===== config.mk =====
export PLATFORM = sky130hd
export DESIGN_NAME = timer_dev_flat
export DESIGN_NICKNAME = d
export VERILOG_FILES = /design/src/rtl/timer_dev_if.sv /design/src/rtl/timer_dev.sv /design/src/flat_wrapper.sv
export SDC_FILE = /design/constraint.sdc
export NUM_CORES = 1
export LEC_CHECK = 0
export ABC_AREA = 1
export ABC_CLOCK_PERIOD_IN_PS = 5300
export CORE_AREA = 3 3 80 120
export CTS_BUF_LIST = sky130_fd_sc_hd__clkbuf_16
export DETAILED_ROUTE_END_ITERATION = 8
export DIE_AREA = 0 0 83 123
export PLACE_DENSITY = 0.84
export SYNTH_ARGS = -nofsm -noshare
export SYNTH_HDL_FRONTEND = slang
export SYNTH_SLANG_ARGS = --single-unit

===== constraint.sdc =====
create_clock -name clk -period 5.3 [get_ports clk]
set_clock_uncertainty 0.15 [all_clocks]
set_input_delay 1.06 -clock clk [delete_from_list [all_inputs] [get_ports clk]]
set_output_delay 1.06 -clock clk [all_outputs]
set_load 0.005 [all_outputs]

===== src/rtl/timer_dev_if.sv =====
// Bus bundle between the system bridge and one timer_dev window.
// Latency: reads are combinational; writes land on the clock edge that samples WE.
// Backpressure: none; every access completes in its own cycle.
//
// Signals:
//   Addr  byte address from the bridge; Addr[3:2] picks the register
//   WE    write strobe, qualified by the window hit inside the device
//   Din   write data
//   Dout  read data, combinational from Addr[3:2]
//   IRQ   interrupt request toward CP0 HWInt
interface timer_dev_if;
   logic [31:0] Addr;
   logic        WE;
   logic [31:0] Din;
   logic [31:0] Dout;
   logic        IRQ;

   modport master (output Addr, output WE, output Din, input Dout, input IRQ);
   modport slave  (input Addr, input WE, input Din, output Dout, output IRQ);
endinterface


===== src/rtl/timer_dev.sv =====
// Memory-mapped countdown timer with CTRL / PRESET / COUNT registers and an IRQ line.
// Latency: reads are zero-cycle; a write shows on Dout the cycle after its capture edge.
// Backpressure: none; the device accepts a bus access every cycle.
//
// Ports:
//   clk    system clock, all state on the rising edge
//   reset  asynchronous, active-low
//   bus    timer_dev_if.slave (Addr, WE, Din in; Dout, IRQ out)
// Register map by Addr[3:2]: 00 CTRL {IM, Mode[1:0], Enable}, 01 PRESET,
// 10 COUNT (read-only), 11 reads zero. Writes to 10/11 are dropped.
module timer_dev #(
   parameter logic [31:0] BASE = 32'h0000_7F00
) (
   input  logic        clk,
   input  logic        reset,
   timer_dev_if.slave  bus
);

   localparam logic [1:0] S_IDLE = 2'd0;
   localparam logic [1:0] S_LOAD = 2'd1;
   localparam logic [1:0] S_CNT  = 2'd2;
   localparam logic [1:0] S_INT  = 2'd3;

   logic [3:0]  ctrl;
   logic [31:0] preset;
   logic [31:0] count;
   logic [1:0]  state;
   logic        pend;

   logic hit;
   logic wr_ctrl;
   logic wr_preset;
   logic en;
   logic auto_reload;
   logic expire;
   logic unused_addr_lsb;

   assign hit       = (bus.Addr[31:4] == BASE[31:4]);
   assign wr_ctrl   = bus.WE && hit && (bus.Addr[3:2] == 2'b00);
   assign wr_preset = bus.WE && hit && (bus.Addr[3:2] == 2'b01);
   assign unused_addr_lsb = ^bus.Addr[1:0];

   assign en          = ctrl[0];
   // Mode 1x behaves as one-shot, so only the exact 01 pattern reloads.
   assign auto_reload = (ctrl[2:1] == 2'b01);
   // The edge that moves CNT -> INT; pend is set on this edge.
   assign expire      = (state == S_CNT) && en && (count <= 32'd1);

   always_ff @(posedge clk or negedge reset) begin
      if (!reset) begin
         ctrl   <= 4'd0;
         preset <= 32'd0;
         count  <= 32'd0;
         state  <= S_IDLE;
         pend   <= 1'b0;
      end else begin
         case (state)
            S_IDLE: begin
               if (en) state <= S_LOAD;
            end
            S_LOAD: begin
               count <= preset;
               state <= S_CNT;
            end
            S_CNT: begin
               if (!en) begin
                  state <= S_IDLE;
               end else if (count > 32'd1) begin
                  count <= count - 32'd1;
               end else begin
                  // PRESET of 0 or 1 both land here; COUNT floors at zero.
                  count <= 32'd0;
                  state <= S_INT;
               end
            end
            S_INT: begin
               if (auto_reload) state <= S_LOAD;
               else             state <= S_IDLE;
            end
            default: state <= S_IDLE;
         endcase

         // A CPU write to CTRL on the same edge the one-shot clears Enable
         // takes the whole register, Enable included.
         if (wr_ctrl)
            ctrl <= bus.Din[3:0];
         else if ((state == S_INT) && !auto_reload)
            ctrl[0] <= 1'b0;

         // A fresh expiry outranks a coincident CTRL write so the event is
         // never silently lost; auto-reload drops pend after its INT cycle.
         if (expire)
            pend <= 1'b1;
         else if (wr_ctrl || ((state == S_INT) && auto_reload))
            pend <= 1'b0;

         if (wr_preset)
            preset <= bus.Din;
      end
   end

   always_comb begin
      bus.Dout = 32'd0;
      case (bus.Addr[3:2])
         2'b00:   bus.Dout = {28'd0, ctrl};
         2'b01:   bus.Dout = preset;
         2'b10:   bus.Dout = count;
         default: bus.Dout = 32'd0;
      endcase
   end

   // Driven only from registers, so Din can never glitch the interrupt line.
   assign bus.IRQ = pend & ctrl[3];

endmodule


===== src/flat_wrapper.sv =====
// flat-port wrapper written by rule: the top's interface ports become plain ports
module timer_dev_flat 
#(
   parameter logic [31:0] BASE = 32'h0000_7F00
)
  (clk, reset, bus_Addr, bus_WE, bus_Din, bus_Dout, bus_IRQ);
  timer_dev_if bus_i ();
  input  logic clk;
  input  logic reset;
  input wire logic [$bits(bus_i.Addr)-1:0] bus_Addr;
  input wire logic [$bits(bus_i.WE)-1:0] bus_WE;
  input wire logic [$bits(bus_i.Din)-1:0] bus_Din;
  output wire logic [$bits(bus_i.Dout)-1:0] bus_Dout;
  output wire logic [$bits(bus_i.IRQ)-1:0] bus_IRQ;
  assign bus_i.Addr = bus_Addr;
  assign bus_i.WE = bus_WE;
  assign bus_i.Din = bus_Din;
  assign bus_Dout = bus_i.Dout;
  assign bus_IRQ = bus_i.IRQ;
  timer_dev #(.BASE(BASE)) u_core (.clk(clk), .reset(reset), .bus(bus_i));
endmodule

## Yosys cells after proc, flatten, opt, wreduce, memory -nomap -nowiden

Index checks and enable logic that the tools add are counted.

| word-level totals | value |
|---|---|
| RAM bits | 0 |
| memories | 0 |
| memory bits (read-only) | 0 |
| register bits after elaboration | 71 |
| bits in latches | 0 |
| logic and storage cells | 49 |
| output and inout port bits | 33 |

| cells by class | value |
|---|---|
| multiplexer cells | 13 |
| multiply operators | 0 |
| div/mod/pow operators | 0 |
| shifts and indexed selects | 0 |
| reductions and logical operators | 16 |
| bitwise operators | 1 |
| add/sub/neg operators | 1 |
| eq/ne operators | 10 |
| $lt $le $gt $ge | 2 |

Operator list:

| kind | number |
|---|---|
| $pmux W32 S3 | 1 |
| $mux W32 | 2 |
| $pmux W32 S2 | 1 |
| $gt A32 B1 Y1 const B | 1 |
| $le A32 B1 Y1 const B | 1 |
| $sub A32 B1 Y32 const B | 1 |
| $eq A28 B11 Y1 const B | 1 |
| $pmux W2 S4 | 1 |
| $logic_and A1 B1 Y1 | 7 |
| $eq A2 B1 Y1 const B | 3 |
| $eq A2 B2 Y1 const B | 3 |
| $mux W2 | 3 |
| $reduce_bool A2 Y1 | 3 |
| $mux W1 | 5 |
| $logic_not A2 Y1 | 2 |
| $ne A2 B1 Y1 const B | 2 |
| $reduce_and A2 Y1 | 2 |
| $ne A3 B3 Y1 const B | 1 |
| $and A1 B1 Y1 | 1 |
| $logic_not A1 Y1 | 1 |
| $logic_or A1 B1 Y1 | 1 |

## Depth between registers and ports, before layout

| logic depth | value |
|---|---|
| depth after elaboration | 6 |
| depth in mapped cells | 14 |
| depth with buffers taken out | 13 |

## Least setup slack after synthesis

OpenSTA, ideal clock, no wires.

| path | value |
|---|---|
| path kind | input to output |
| start point | input bus_Addr[2] |
| end point | output bus_Dout[12] |
| path slack | 2238 ps |
| arrival | 1852 ps |
| buffers on the path | 2 |
| stages | 6 |
| path through | inv_1 -> nor2_1 -> buf_2 -> buf_1 -> nand2_1 -> o21ai_0 |

| on the way | value |
|---|---|
| longest elaborated chain between the ends | 2 |
| elaborated cells on any way between the ends | 4 |
| classes of those cells | eq/ne: 2; mux: 1; reduce/logical: 1 |

Ends and longest elaborated chain:

| what | RTL line | text |
|---|---|---|
| start: declaration | flat_wrapper.sv:10 | `input wire logic [$bits(bus_i.Addr)-1:0] bus_Addr;` |
| $eq A2 B2 Y1, or another cell as far along | timer_dev.sv:104 | `case (bus.Addr[3:2])` |
| $pmux W32 S3 * | timer_dev.sv:104 |  |
| end: declaration | flat_wrapper.sv:13 | `output wire logic [$bits(bus_i.Dout)-1:0] bus_Dout;` |

Every way passes the cells marked *; elsewhere a longest branch is shown, timed or not.

## Worst setup path in the final report

| path | value |
|---|---|
| start point | input bus_Addr[2] |
| end point | output bus_Dout[26] |

The elaborated chain is that of the path after synthesis.

==> reports/qor.log <==
qor: timing.final.period_utilization 80.93%
qor: synthesis.synth_nets 763
qor: clocking.cts.clk_slew.worst_paths 0.05 ns
qor: clocking.cts.sink_count 71
qor: critical_path.path_max_fanout 56
qor: drt.drt.antenna.violating_nets 0
qor: drt.avg_wl_per_cell 15.32 um
qor: grt.grt.total_usage 26.70%
qor: synthesis.synth-warning-count 0
qor: drt.routed_wirelength 13710 um
qor: synthesis.synth_xor_xnor_area_share 2.692%
qor: finish.final_non_filler_cell_total 895
qor: die.row_count 42
qor: min_path.start_point_of_the_worst_hold_path u_core.preset[22]
qor: critical_path.reg2reg_setup_slack 2.62 ns
qor: outcome.outcome finished, final reports clean
qor: critical_path.crit_required 4.09 ns
qor: timing.slew_of_the_pin_with_the_lowest_slew_margin 1.093 ns
qor: run.cap_violations 0
qor: clocking.setup_buffers_after_cts 0
qor: min_path.hold_path_class reg2reg
qor: grt.grt.overflow.total 0
qor: grt.grt_antenna_before_repair 0
qor: synthesis.syn_inst 694
qor: synthesis.yosysSeqAreaShare 39.01%
qor: timing.aggregate_negative_setup_slack 0 ns
qor: critical_path.worst-r2r-cell-count 8
qor: drt.first_drt_pass_iteration_count 5
qor: die.die-area 10210 um^2
qor: synthesis.synth_compound_area_share 8.984%
qor: finish.num_antenna_cells 0
qor: clocking.tritoncts built
qor: die.core_area 8723 um^2
qor: timing.drv_slew 0
qor: power_and_ir_drop.combPwrFrac 6.2%
qor: clocking.tritoncts.num_buffers 9
qor: die.die_x 83 um
qor: synthesis.largest_family_of_logic_cells_by_synthesized_area simple AND/OR/NAND/NOR gates
qor: die.initial_core_util 52.21%
qor: power_and_ir_drop.power.share.switching 21.22%
qor: timing.finalHoldWorstSlack 0.3218 ns
qor: die.die_y 123 um
qor: timing.grt_setup_unrepaired no
qor: synthesis.yosys_register_bits 71
qor: drt.mean_number_of_vias_per_cell 5.473
qor: timing.final.min_clock_period 4.289 ns
qor: critical_path.path_class in2out
qor: clocking.cts_hold_buffers_added 0
qor: placed_design.gp_weighted_congestion 0.8677
qor: clocking.cts.htree.levels 3
qor: grt.first_global_vias 4677
qor: grt.grt_start_max_net_pins 57
qor: critical_path.cp.arrival 3.08 ns
qor: synthesis.synth_cell_type_count 31
qor: drt.drt_first_iter_violations 446
qor: critical_path.critical_path.endpoint_type output port
qor: finish.layout-area-overhead-vs-synth 28.79%
qor: timing.finalSetupViolations 0
qor: grt.grt_pass1_wl 21790 um
qor: placed_design.placement.io_buffers 97
qor: drt.drt_drc_violations_left 0
qor: critical_path.timing.critical_path.from_type primary input
qor: timing.maxClockFrequency 233.1 MHz
qor: synthesis.synthesis.area 4554 um^2
qor: critical_path.reg2reg_to u_core.count[23]
qor: power_and_ir_drop.p_leak 3.010 nW
qor: synthesis.synth_adder_area_share 0.5495%
qor: clocking.clock_path_buffers 2
qor: power_and_ir_drop.cell_internal_pwr 0.0009952 W
qor: power_and_ir_drop.p_per_cell_area 215.4 nW/um^2
qor: die.pin_count 100
qor: power_and_ir_drop.vdd_ir_drop_max 0.0001585 V
qor: synthesis.synthesis.area_per_instance 6.562 um^2
qor: finish.post_route_cells_drive_above_1_share 4.841%
qor: clocking.cts.root.buffer_cell sky130_fd_sc_hd__clkbuf_16
qor: timing.report.final.hold_viol_count 0
qor: power_and_ir_drop.switchingPower 0.0002681 W
qor: placed_design.dpl.cell_count 879
qor: power_and_ir_drop.pwr-share-clk 50.9%
qor: critical_path.regToRegStartpoint u_core.state[1]
qor: timing.max-slew-margin-rel 26.99%
qor: clocking.clock_insertion_delay_worst_skew 0.34 ns
qor: drt.vias 4898
qor: placed_design.dp_hpwl 9872 um
qor: min_path.holdPathEnd u_core.preset[22]
qor: synthesis.synth_simple_gate_area_share 39.67%
qor: min_path.worst_hold_path.num_cells 2
qor: power_and_ir_drop.seqPwrFrac 42.9%
qor: finish.layout.nets 849
qor: synthesis.mux_share_of_post_synthesis_cell_area 0%
qor: clocking.post_cts_resize_count 0
==> cell usage after synthesis <==
cell                       instances  share of area [%]
sky130_fd_sc_hd__nand3b_1          1               0.16
sky130_fd_sc_hd__o22ai_1           9                1.2
sky130_fd_sc_hd__nand3_1          60                6.6
sky130_fd_sc_hd__buf_1             2               0.16
sky130_fd_sc_hd__nand2_2           2               0.27
sky130_fd_sc_hd__dfrtp_1          71                 39
sky130_fd_sc_hd__clkbuf_1         10               0.82
sky130_fd_sc_hd__nor3_1            4               0.44
sky130_fd_sc_hd__clkinv_1          1              0.082
sky130_fd_sc_hd__a31oi_1           3               0.41
sky130_fd_sc_hd__nor2_1           75                6.2
sky130_fd_sc_hd__nand3_2           4               0.88
sky130_fd_sc_hd__nand4_1           5               0.69
sky130_fd_sc_hd__o21ai_1           2               0.22
sky130_fd_sc_hd__inv_2             1              0.082
sky130_fd_sc_hd__buf_6             5                1.2
sky130_fd_sc_hd__nand2_1         273                 22
sky130_fd_sc_hd__nor2_2            4               0.55
sky130_fd_sc_hd__buf_4             1               0.16
sky130_fd_sc_hd__inv_1            66                5.4
sky130_fd_sc_hd__nor2_4            4               0.99
sky130_fd_sc_hd__ha_1              2               0.55
sky130_fd_sc_hd__o211ai_1          4               0.66
sky130_fd_sc_hd__nor4_1            1               0.14
sky130_fd_sc_hd__clkbuf_2          1               0.11
sky130_fd_sc_hd__a21oi_1          10                1.1
sky130_fd_sc_hd__or2_1             2               0.27
sky130_fd_sc_hd__buf_2             9               0.99
sky130_fd_sc_hd__xor2_1           14                2.7
sky130_fd_sc_hd__o21ai_2           1               0.19
sky130_fd_sc_hd__o21ai_0          47                5.2
==> power groups by stage <==
stage / sequential [W] / combinational, W / clock, W
final: 0.000542 / 0.0000783 / 0.000643
after global routing: 0.000542 / 0.0000844 / 0.000671
after CTS: 0.000542 / 0.0000789 / 0.000647
after detailed placement: 0.000552 / 0.0000785 / 0
after global placement: 0.000552 / 0.0000771 / 0
after floorplan: 0.000552 / 0.0000135 / 0
==> state kept, by name, indices dropped and copies added, names as in the netlist <==
register       cells
u_core.pend        1
u_core.state       2
u_core.ctrl        4
u_core.count      32
u_core.preset     32
==> cell families after synthesis <==
kind of cell	after synthesis
AND/OR/NAND/NOR	435
buffers and inverters	96
AO/OA/AOI/OAI	76
flip-flops	71
XOR/XNOR	14
adder cells (fa/ha/maj)	2
==> per-layer routing <==
| metal | track usage, % | vias to the layer above | part of all wire, % |
|---|---|---|---|
| li1 | - | 2352 | - |
| met1 | 31.08 | 2278 | 38 |
| met2 | 46.89 | 216 | 52 |
| met3 | 3.800 | 52 | 6.0 |
| met4 | 15.64 | 0 | 4.2 |
| met5 | 0 | - | 0 |
==> per-stage QoR <==
step / util [%] / area, um^2 / worst slack [ns] / power, W
6_report: 67.24 / 5866 / 1.011 / 0.001263
5_1_grt: 67.24 / 5866 / 0.9526 / 0.001298
4_1_cts: 67.24 / 5866 / 1.058 / 0.001268
3_5_place_dp: 63.64 / 5552 / 1.056 / 0.0006304
3_3_place_gp: 63.64 / 5552 / 1.096 / 0.0006291
2_1_floorplan: - / 4554 / 2.238 / 0.0005656
==> how the worst max path moves through the flow <==
stage	end	from	cells past startpoint	slack, ns
3_5_place_dp	bus_Dout[26]	bus_Addr[2]	7	1.06
3_3_place_gp	bus_Dout[24]	bus_Addr[2]	7	1.10
4_1_cts	bus_Dout[26]	bus_Addr[2]	7	1.06
6_report	bus_Dout[26]	bus_Addr[2]	7	1.01
5_1_grt	bus_Dout[18]	bus_Addr[2]	7	0.95
2_1_floorplan	bus_Dout[12]	bus_Addr[2]	6	2.24
==> cell type report <==
cell class	count	area (um^2)
fillers	767	2858
flip-flops and latches	71	1777
inverters	68	255.2
repair buffers	103	1011
well taps	110	137.6
clock buffers	9	225.2
multi-input cells	527	2371
clock inverters	7	88.84
==> worst max-delay path, stage by stage <==
cell and delay, ns:
sky130_fd_sc_hd__clkdlybuf4s50_1 0.48, sky130_fd_sc_hd__inv_1 0.10, sky130_fd_sc_hd__nor2_4 0.10, sky130_fd_sc_hd__buf_4 0.50
sky130_fd_sc_hd__nand2_1 0.09, sky130_fd_sc_hd__o21ai_0 0.16, sky130_fd_sc_hd__clkdlybuf4s50_1 0.56
==> placed cells by master, fill, tap and decap left out, drive strengths merged, types with 3 or more instances in the layout <==
cell,n
o22ai,9
buf,7
clkbuf,9
clkdlybuf4s50,96
o211ai,4
nor2,83
dfrtp,71
inv,68
nor3,4
nand4,5
nand3,64
a21oi,10
a31oi,3
xor2,14
o21ai,50
clkinv,4
nand2,275
No activity file was read; power rests on OpenSTA's default activity.
